==> config.mk <==
export PLATFORM = sky130hd
export DESIGN_NAME = control_flat
export DESIGN_NICKNAME = d
export VERILOG_FILES = /design/src/rtl/control_pkg.sv /design/src/rtl/control_if.sv /design/src/rtl/control_decode.sv /design/src/rtl/control.sv /design/src/flat_wrapper.sv
export SDC_FILE = /design/constraint.sdc
export NUM_CORES = 1
export LEC_CHECK = 0
export CAP_MARGIN = 20
export CORE_MARGIN = 3
export CORE_UTILIZATION = 30
export CTS_CLUSTER_DIAMETER = 40
export DETAILED_ROUTE_END_ITERATION = 16
export PLACE_DENSITY = 0.81
export SYNTH_ARGS = -nofsm -noshare
export SYNTH_HDL_FRONTEND = slang
export SYNTH_SLANG_ARGS = --single-unit
==> constraint.sdc <==
create_clock -name clk -period 1.96 [get_ports clk]
set_input_delay 0.49 -clock clk [delete_from_list [all_inputs] [get_ports clk]]
set_output_delay 0.49 -clock clk [all_outputs]
set_load 0.1 [all_outputs]
==> src/rtl/control_pkg.sv <==
// Shared encodings for the instruction decoder: opcodes, R-type functs, ALU ops and
// the packed control-bit bundle.
package control_pkg;

    localparam logic [5:0] OpRtype = 6'h00;
    localparam logic [5:0] OpBeq   = 6'h04;
    localparam logic [5:0] OpBne   = 6'h05;
    localparam logic [5:0] OpAddi  = 6'h08;
    localparam logic [5:0] OpAddiu = 6'h09;
    localparam logic [5:0] OpAndi  = 6'h0C;
    localparam logic [5:0] OpOri   = 6'h0D;
    localparam logic [5:0] OpLw    = 6'h23;
    localparam logic [5:0] OpSw    = 6'h2B;

    localparam logic [5:0] FnSll  = 6'h00;
    localparam logic [5:0] FnAdd  = 6'h20;
    localparam logic [5:0] FnAddu = 6'h21;
    localparam logic [5:0] FnSub  = 6'h22;
    localparam logic [5:0] FnSubu = 6'h23;
    localparam logic [5:0] FnAnd  = 6'h24;
    localparam logic [5:0] FnOr   = 6'h25;
    localparam logic [5:0] FnSlt  = 6'h2A;
    localparam logic [5:0] FnSltu = 6'h2B;

    localparam logic [2:0] AluAdd  = 3'b000;
    localparam logic [2:0] AluSub  = 3'b001;
    localparam logic [2:0] AluAnd  = 3'b010;
    localparam logic [2:0] AluOr   = 3'b011;
    localparam logic [2:0] AluSlt  = 3'b100;
    localparam logic [2:0] AluSltu = 3'b101;
    localparam logic [2:0] AluSll  = 3'b110;

    typedef struct packed {
        logic [2:0] alu_op;
        logic       reg_dst;
        logic       alu_src;
        logic       mem_wr;
        logic       mem_to_reg;
        logic       reg_wr;
        logic       ext_op;
    } ctrl_t;

    // Safe decode for anything unsupported: no writes, ADD, everything else low.
    localparam ctrl_t CtrlNop = '0;

endpackage

==> src/rtl/control_if.sv <==
// Instruction in / decoded controls and raw fields out.
interface control_if;

    logic [31:0] inst;
    logic [2:0]  alu_op;
    logic        reg_dst;
    logic        alu_src;
    logic        mem_wr;
    logic        mem_to_reg;
    logic        reg_wr;
    logic        ext_op;
    logic [5:0]  func;
    logic [4:0]  shamt;
    logic [4:0]  rs;
    logic [4:0]  rt;
    logic [4:0]  rd;
    logic [15:0] imm;

    modport master (
        output inst,
        input  alu_op, reg_dst, alu_src, mem_wr, mem_to_reg, reg_wr, ext_op,
        input  func, shamt, rs, rt, rd, imm
    );

    modport slave (
        input  inst,
        output alu_op, reg_dst, alu_src, mem_wr, mem_to_reg, reg_wr, ext_op,
        output func, shamt, rs, rt, rd, imm
    );

endinterface

==> src/rtl/control_decode.sv <==
// Combinational opcode/funct to control-bit decode.
module control_decode
    import control_pkg::*;
(
    input  logic [5:0] opcode,
    input  logic [5:0] funct,
    output ctrl_t      ctrl
);

    always_comb begin
        ctrl = CtrlNop;
        case (opcode)
            OpRtype: begin
                ctrl.reg_dst = 1'b1;
                ctrl.reg_wr  = 1'b1;
                case (funct)
                    FnAdd, FnAddu: ctrl.alu_op = AluAdd;
                    FnSub, FnSubu: ctrl.alu_op = AluSub;
                    FnAnd:         ctrl.alu_op = AluAnd;
                    FnOr:          ctrl.alu_op = AluOr;
                    FnSlt:         ctrl.alu_op = AluSlt;
                    FnSltu:        ctrl.alu_op = AluSltu;
                    FnSll:         ctrl.alu_op = AluSll;
                    default:       ctrl = CtrlNop;
                endcase
            end
            OpAddi, OpAddiu: begin
                ctrl.alu_op  = AluAdd;
                ctrl.alu_src = 1'b1;
                ctrl.ext_op  = 1'b1;
                ctrl.reg_wr  = 1'b1;
            end
            OpAndi, OpOri: begin
                ctrl.alu_op  = (opcode == OpAndi) ? AluAnd : AluOr;
                ctrl.alu_src = 1'b1;
                ctrl.reg_wr  = 1'b1;
            end
            OpLw: begin
                ctrl.alu_op     = AluAdd;
                ctrl.alu_src    = 1'b1;
                ctrl.ext_op     = 1'b1;
                ctrl.mem_to_reg = 1'b1;
                ctrl.reg_wr     = 1'b1;
            end
            OpSw: begin
                ctrl.alu_op  = AluAdd;
                ctrl.alu_src = 1'b1;
                ctrl.ext_op  = 1'b1;
                ctrl.mem_wr  = 1'b1;
            end
            OpBeq, OpBne: begin
                ctrl.alu_op = AluSub;
                ctrl.ext_op = 1'b1;
            end
            default: ctrl = CtrlNop;
        endcase
    end

endmodule

==> src/rtl/control.sv <==
// Registered instruction decoder: controls and raw fields appear one cycle after inst,
// cleared asynchronously by reset.
module control
    import control_pkg::*;
(
    input  logic     clk,
    input  logic     reset,
    control_if.slave bus
);

    ctrl_t       ctrl_d;
    ctrl_t       ctrl_q;
    logic [25:0] fields_q;

    control_decode u_decode (
        .opcode (bus.inst[31:26]),
        .funct  (bus.inst[5:0]),
        .ctrl   (ctrl_d)
    );

    // Opcode bits are consumed only by the decode, so just inst[25:0] is kept for fields.
    always_ff @(posedge clk or posedge reset) begin
        if (reset) begin
            ctrl_q   <= CtrlNop;
            fields_q <= '0;
        end else begin
            ctrl_q   <= ctrl_d;
            fields_q <= bus.inst[25:0];
        end
    end

    assign bus.alu_op     = ctrl_q.alu_op;
    assign bus.reg_dst    = ctrl_q.reg_dst;
    assign bus.alu_src    = ctrl_q.alu_src;
    assign bus.mem_wr     = ctrl_q.mem_wr;
    assign bus.mem_to_reg = ctrl_q.mem_to_reg;
    assign bus.reg_wr     = ctrl_q.reg_wr;
    assign bus.ext_op     = ctrl_q.ext_op;

    assign bus.rs    = fields_q[25:21];
    assign bus.rt    = fields_q[20:16];
    assign bus.rd    = fields_q[15:11];
    assign bus.shamt = fields_q[10:6];
    assign bus.func  = fields_q[5:0];
    assign bus.imm   = fields_q[15:0];

endmodule

==> src/flat_wrapper.sv <==
// flat-port wrapper written by rule: the top's interface ports become plain ports
module control_flat import control_pkg::*;
  (clk, reset, bus_inst, bus_alu_op, bus_reg_dst, bus_alu_src, bus_mem_wr, bus_mem_to_reg, bus_reg_wr, bus_ext_op, bus_func, bus_shamt, bus_rs, bus_rt, bus_rd, bus_imm);
  control_if bus_i ();
  input  logic clk;
  input  logic reset;
  input wire logic [$bits(bus_i.inst)-1:0] bus_inst;
  output wire logic [$bits(bus_i.alu_op)-1:0] bus_alu_op;
  output wire logic [$bits(bus_i.reg_dst)-1:0] bus_reg_dst;
  output wire logic [$bits(bus_i.alu_src)-1:0] bus_alu_src;
  output wire logic [$bits(bus_i.mem_wr)-1:0] bus_mem_wr;
  output wire logic [$bits(bus_i.mem_to_reg)-1:0] bus_mem_to_reg;
  output wire logic [$bits(bus_i.reg_wr)-1:0] bus_reg_wr;
  output wire logic [$bits(bus_i.ext_op)-1:0] bus_ext_op;
  output wire logic [$bits(bus_i.func)-1:0] bus_func;
  output wire logic [$bits(bus_i.shamt)-1:0] bus_shamt;
  output wire logic [$bits(bus_i.rs)-1:0] bus_rs;
  output wire logic [$bits(bus_i.rt)-1:0] bus_rt;
  output wire logic [$bits(bus_i.rd)-1:0] bus_rd;
  output wire logic [$bits(bus_i.imm)-1:0] bus_imm;
  assign bus_i.inst = bus_inst;
  assign bus_alu_op = bus_i.alu_op;
  assign bus_reg_dst = bus_i.reg_dst;
  assign bus_alu_src = bus_i.alu_src;
  assign bus_mem_wr = bus_i.mem_wr;
  assign bus_mem_to_reg = bus_i.mem_to_reg;
  assign bus_reg_wr = bus_i.reg_wr;
  assign bus_ext_op = bus_i.ext_op;
  assign bus_func = bus_i.func;
  assign bus_shamt = bus_i.shamt;
  assign bus_rs = bus_i.rs;
  assign bus_rt = bus_i.rt;
  assign bus_rd = bus_i.rd;
  assign bus_imm = bus_i.imm;
  control u_core (.clk(clk), .reset(reset), .bus(bus_i));
endmodule
==> results.md <==
* Status: finished, final reports clean
* Clock Tree Root: clkbuf_8
* Max reg flops at 26
* Power share of the sequential group at 40.2%
* Global-route wire length before repair at around 6600 µm
* Initial antenna violation count at 0
* H-tree Lvls at 2
* Yosys top cell area share at ~74%
* Post-CTS Setup Inserts at 0
* Post-route ant nets at 0
* Post-route insts no fill at 210
* Final hold violations at 0
* Hold-fix buffers, CTS at 0
* CP Capture Type: register
* I/O Pins at between 80 and 90
* Total Power at approximately 2 mW
* Sequential area share after synthesis at 73.5%
* Ant diodes at 0
* Drt initial violations at 32
* Mapped Nets at 118
* DIE WIDTH at 69.0 µm
* Global-route total usage across every layer at 19.0%
* Via count at 942
* Die height at 69.0 µm
* Setup Crit Path Kind: input port to register
* Pint at between 1 and 1.5 mW
* P per Cell Area at 768 mW/mm²
* Final WL at 4130 µm
* Final Cycle Share at 80.1%
* RSZ-0062 raised after global routing: false
* Initial DRT Pass Iterations at 4
* GR Overflow Total at 0
* CP Launch Type: input port
* Max Cap Viol at 0
* Post-detailed-route via-to-cell ratio at 4.49
* Switching Power at 725 µW
* Register Area at 876 µm²
* Largest cells by area after synthesis: dfrtp_1 74%, buf_4 10%, nor2_1 1.9%
* Placeable Area at 0.00374 mm²
* Slew Viols, Final at 0
* Leakage at 1.15 nW
* CTS Buf Count at 5
* F_max at around 0.64 GHz
* Syn avg cell area at 14.2 µm²
* I/O Buffers at 84
* Register bit total from synthesis at 35
* CP arrival at 1.73 ns
* Layout cell share with drive strength beyond 1 at a little under two fifths
* Final setup viols at 0
* Worst Tran Pin Value at approximately 0.42 ns
* Starting density of the core at 31.8%
* Clock Path Buffers at 2
* Clock Power Share at 24.9%
* PostCTS Resize Cnt at 0
* DP HPWL at roughly 3300 µm
* Area after DPL at 0.00250 mm²
* Final instance area at between 0.002 and 0.003 mm²
* Hold Path Class: input port to asynchronous set/reset pin
* Post-DR wirelength/cell at 19.7 µm
* Cells after DPL at 202
* Vias in the first global route at 1,012
* Biggest register: u_core.fields_q
* CTS tree: done
* # rows at 22
* Area of the multi-input gates at 188 µm²
* Die Area at approximately 0.0048 mm²
* Area leader, netlist: dfrtp_1
* Switching Fraction at 36.6%
* Fill cell count at 245
* Netlist Area Pre-Place at 0.00119 mm²
* Synth cell types at 21
* Reg clk slew, reported paths at 0.07 ns
* Relative slew slack at 71.9%
* Largest net degree at the start of global routing at 36
* Total negative slack at 0 ns
* Ys Warns at 0
* Crit Path Max Fanout at 7
* Drt drc at 0
* CTS sink count at 35
* Cell count after synthesis at 84
* Nets@finish at 195
* Routability cong. at 0.769
* Area Overhead vs Synth at 116%
* Power share of the combinational group at 34.9%
* WP data required at 2.12 ns
* Max VDD drop at 0.000424 V
* Final min period at 1.57 ns
## layout by cell type (no fill, tap or decap), drive strengths merged
cell type	synthesis	final
buf	16	53
dfrtp	35	35
clkdlybuf4s50	0	33
nor2	7	7
clkbuf	0	7
o21ai	4	4
nor3	3	3
nand2	3	3
a31oi	2	2
inv	2	2
nor4	2	2
or3	1	1
a21o	1	1
a32oi	1	1
nor4bb	1	1
nor2b	1	1
a21oi	1	1
a211o	1	1
nand2b	1	1
a32o	1	1
xnor2	1	1
clkinv	0	1
## synthesized netlist by cell type
cell type,n
nor2_1,6
a32oi_1,1
nand2_1,3
nand2b_1,1
dfrtp_1,35
xnor2_1,1
a32o_1,1
nor2_2,1
nor4_2,1
nor4bb_1,1
inv_1,2
a31oi_1,2
o21ai_0,4
a21oi_2,1
a211o_1,1
a21o_1,1
buf_4,16
or3_1,1
nor2b_1,1
nor3_1,3
nor4_1,1
## metrics by stage
stage / worst slack (ns) / hold slack (ns) / utilization [%]
2_1_floorplan: 0.146 / 0.521 / -
3_3_place_gp: 0.213 / 0.897 / 66.7
3_5_place_dp: 0.102 / 0.909 / 66.7
4_1_cts: 0.395 / 0.589 / 68.9
5_1_grt: 0.341 / 0.619 / 68.9
6_report: 0.391 / 0.579 / 68.9
## per-layer routing
layer	global-route usage (%)	part of all wire, %
met1	26.5	45
met2	26.4	44
met3	6.71	8.7
met4	8.46	2.1
met5	0	0
## cells by family (layout without fill, tap and decap cells)
| group | after synthesis | in the layout | synth area share, % |
|---|---|---|---|
| buf+inv | 18 | 96 | 10.7 |
| compound gates | 11 | 11 | 6.41 |
| flops | 35 | 35 | 73.5 |
| simple gates | 19 | 19 | 8.61 |
| xor+xnor | 1 | 1 | 0.735 |
## cell type report
class	count	area share [%]
Tap cell	48	2.33
Inverter	2	0.291
Sequential cell	35	34.0
Clock buffer	7	2.96
Clock inverter	1	0.194
Timing Repair Buffer	86	53.0
Multi-Input combinational cell	31	7.28
## power groups by stage
stage	Sequential, mW	Clock [mW]	Combinational [mW]
after detailed placement	0.809	0	0.694
final	0.796	0.493	0.692
after CTS	0.796	0.513	0.697
after global routing	0.799	0.545	0.709
after floorplan	1.01	0	0.182
after global placement	0.806	0	0.680
## worst max-delay path, cell delays in order
cell and delay (ns):
clkdlybuf4s50_1 0.61, nor2_1 0.07, o21ai_0 0.22, a21oi_2 0.09, a211o_1 0.25
## worst paths after layout
check	startpoint	endpoint	slack (ns)	cells after the start
hold / removal	reset	u_core.fields_q[11]	0.58	3
max in group asynchronous	reset	u_core.fields_q[21]	1.07	3
min in group clk	bus_inst[13]	u_core.fields_q[13]	0.64	1
setup / recovery	bus_inst[2]	u_core.bus.reg_wr	0.39	5
No activity file was read; power rests on OpenSTA's default activity.
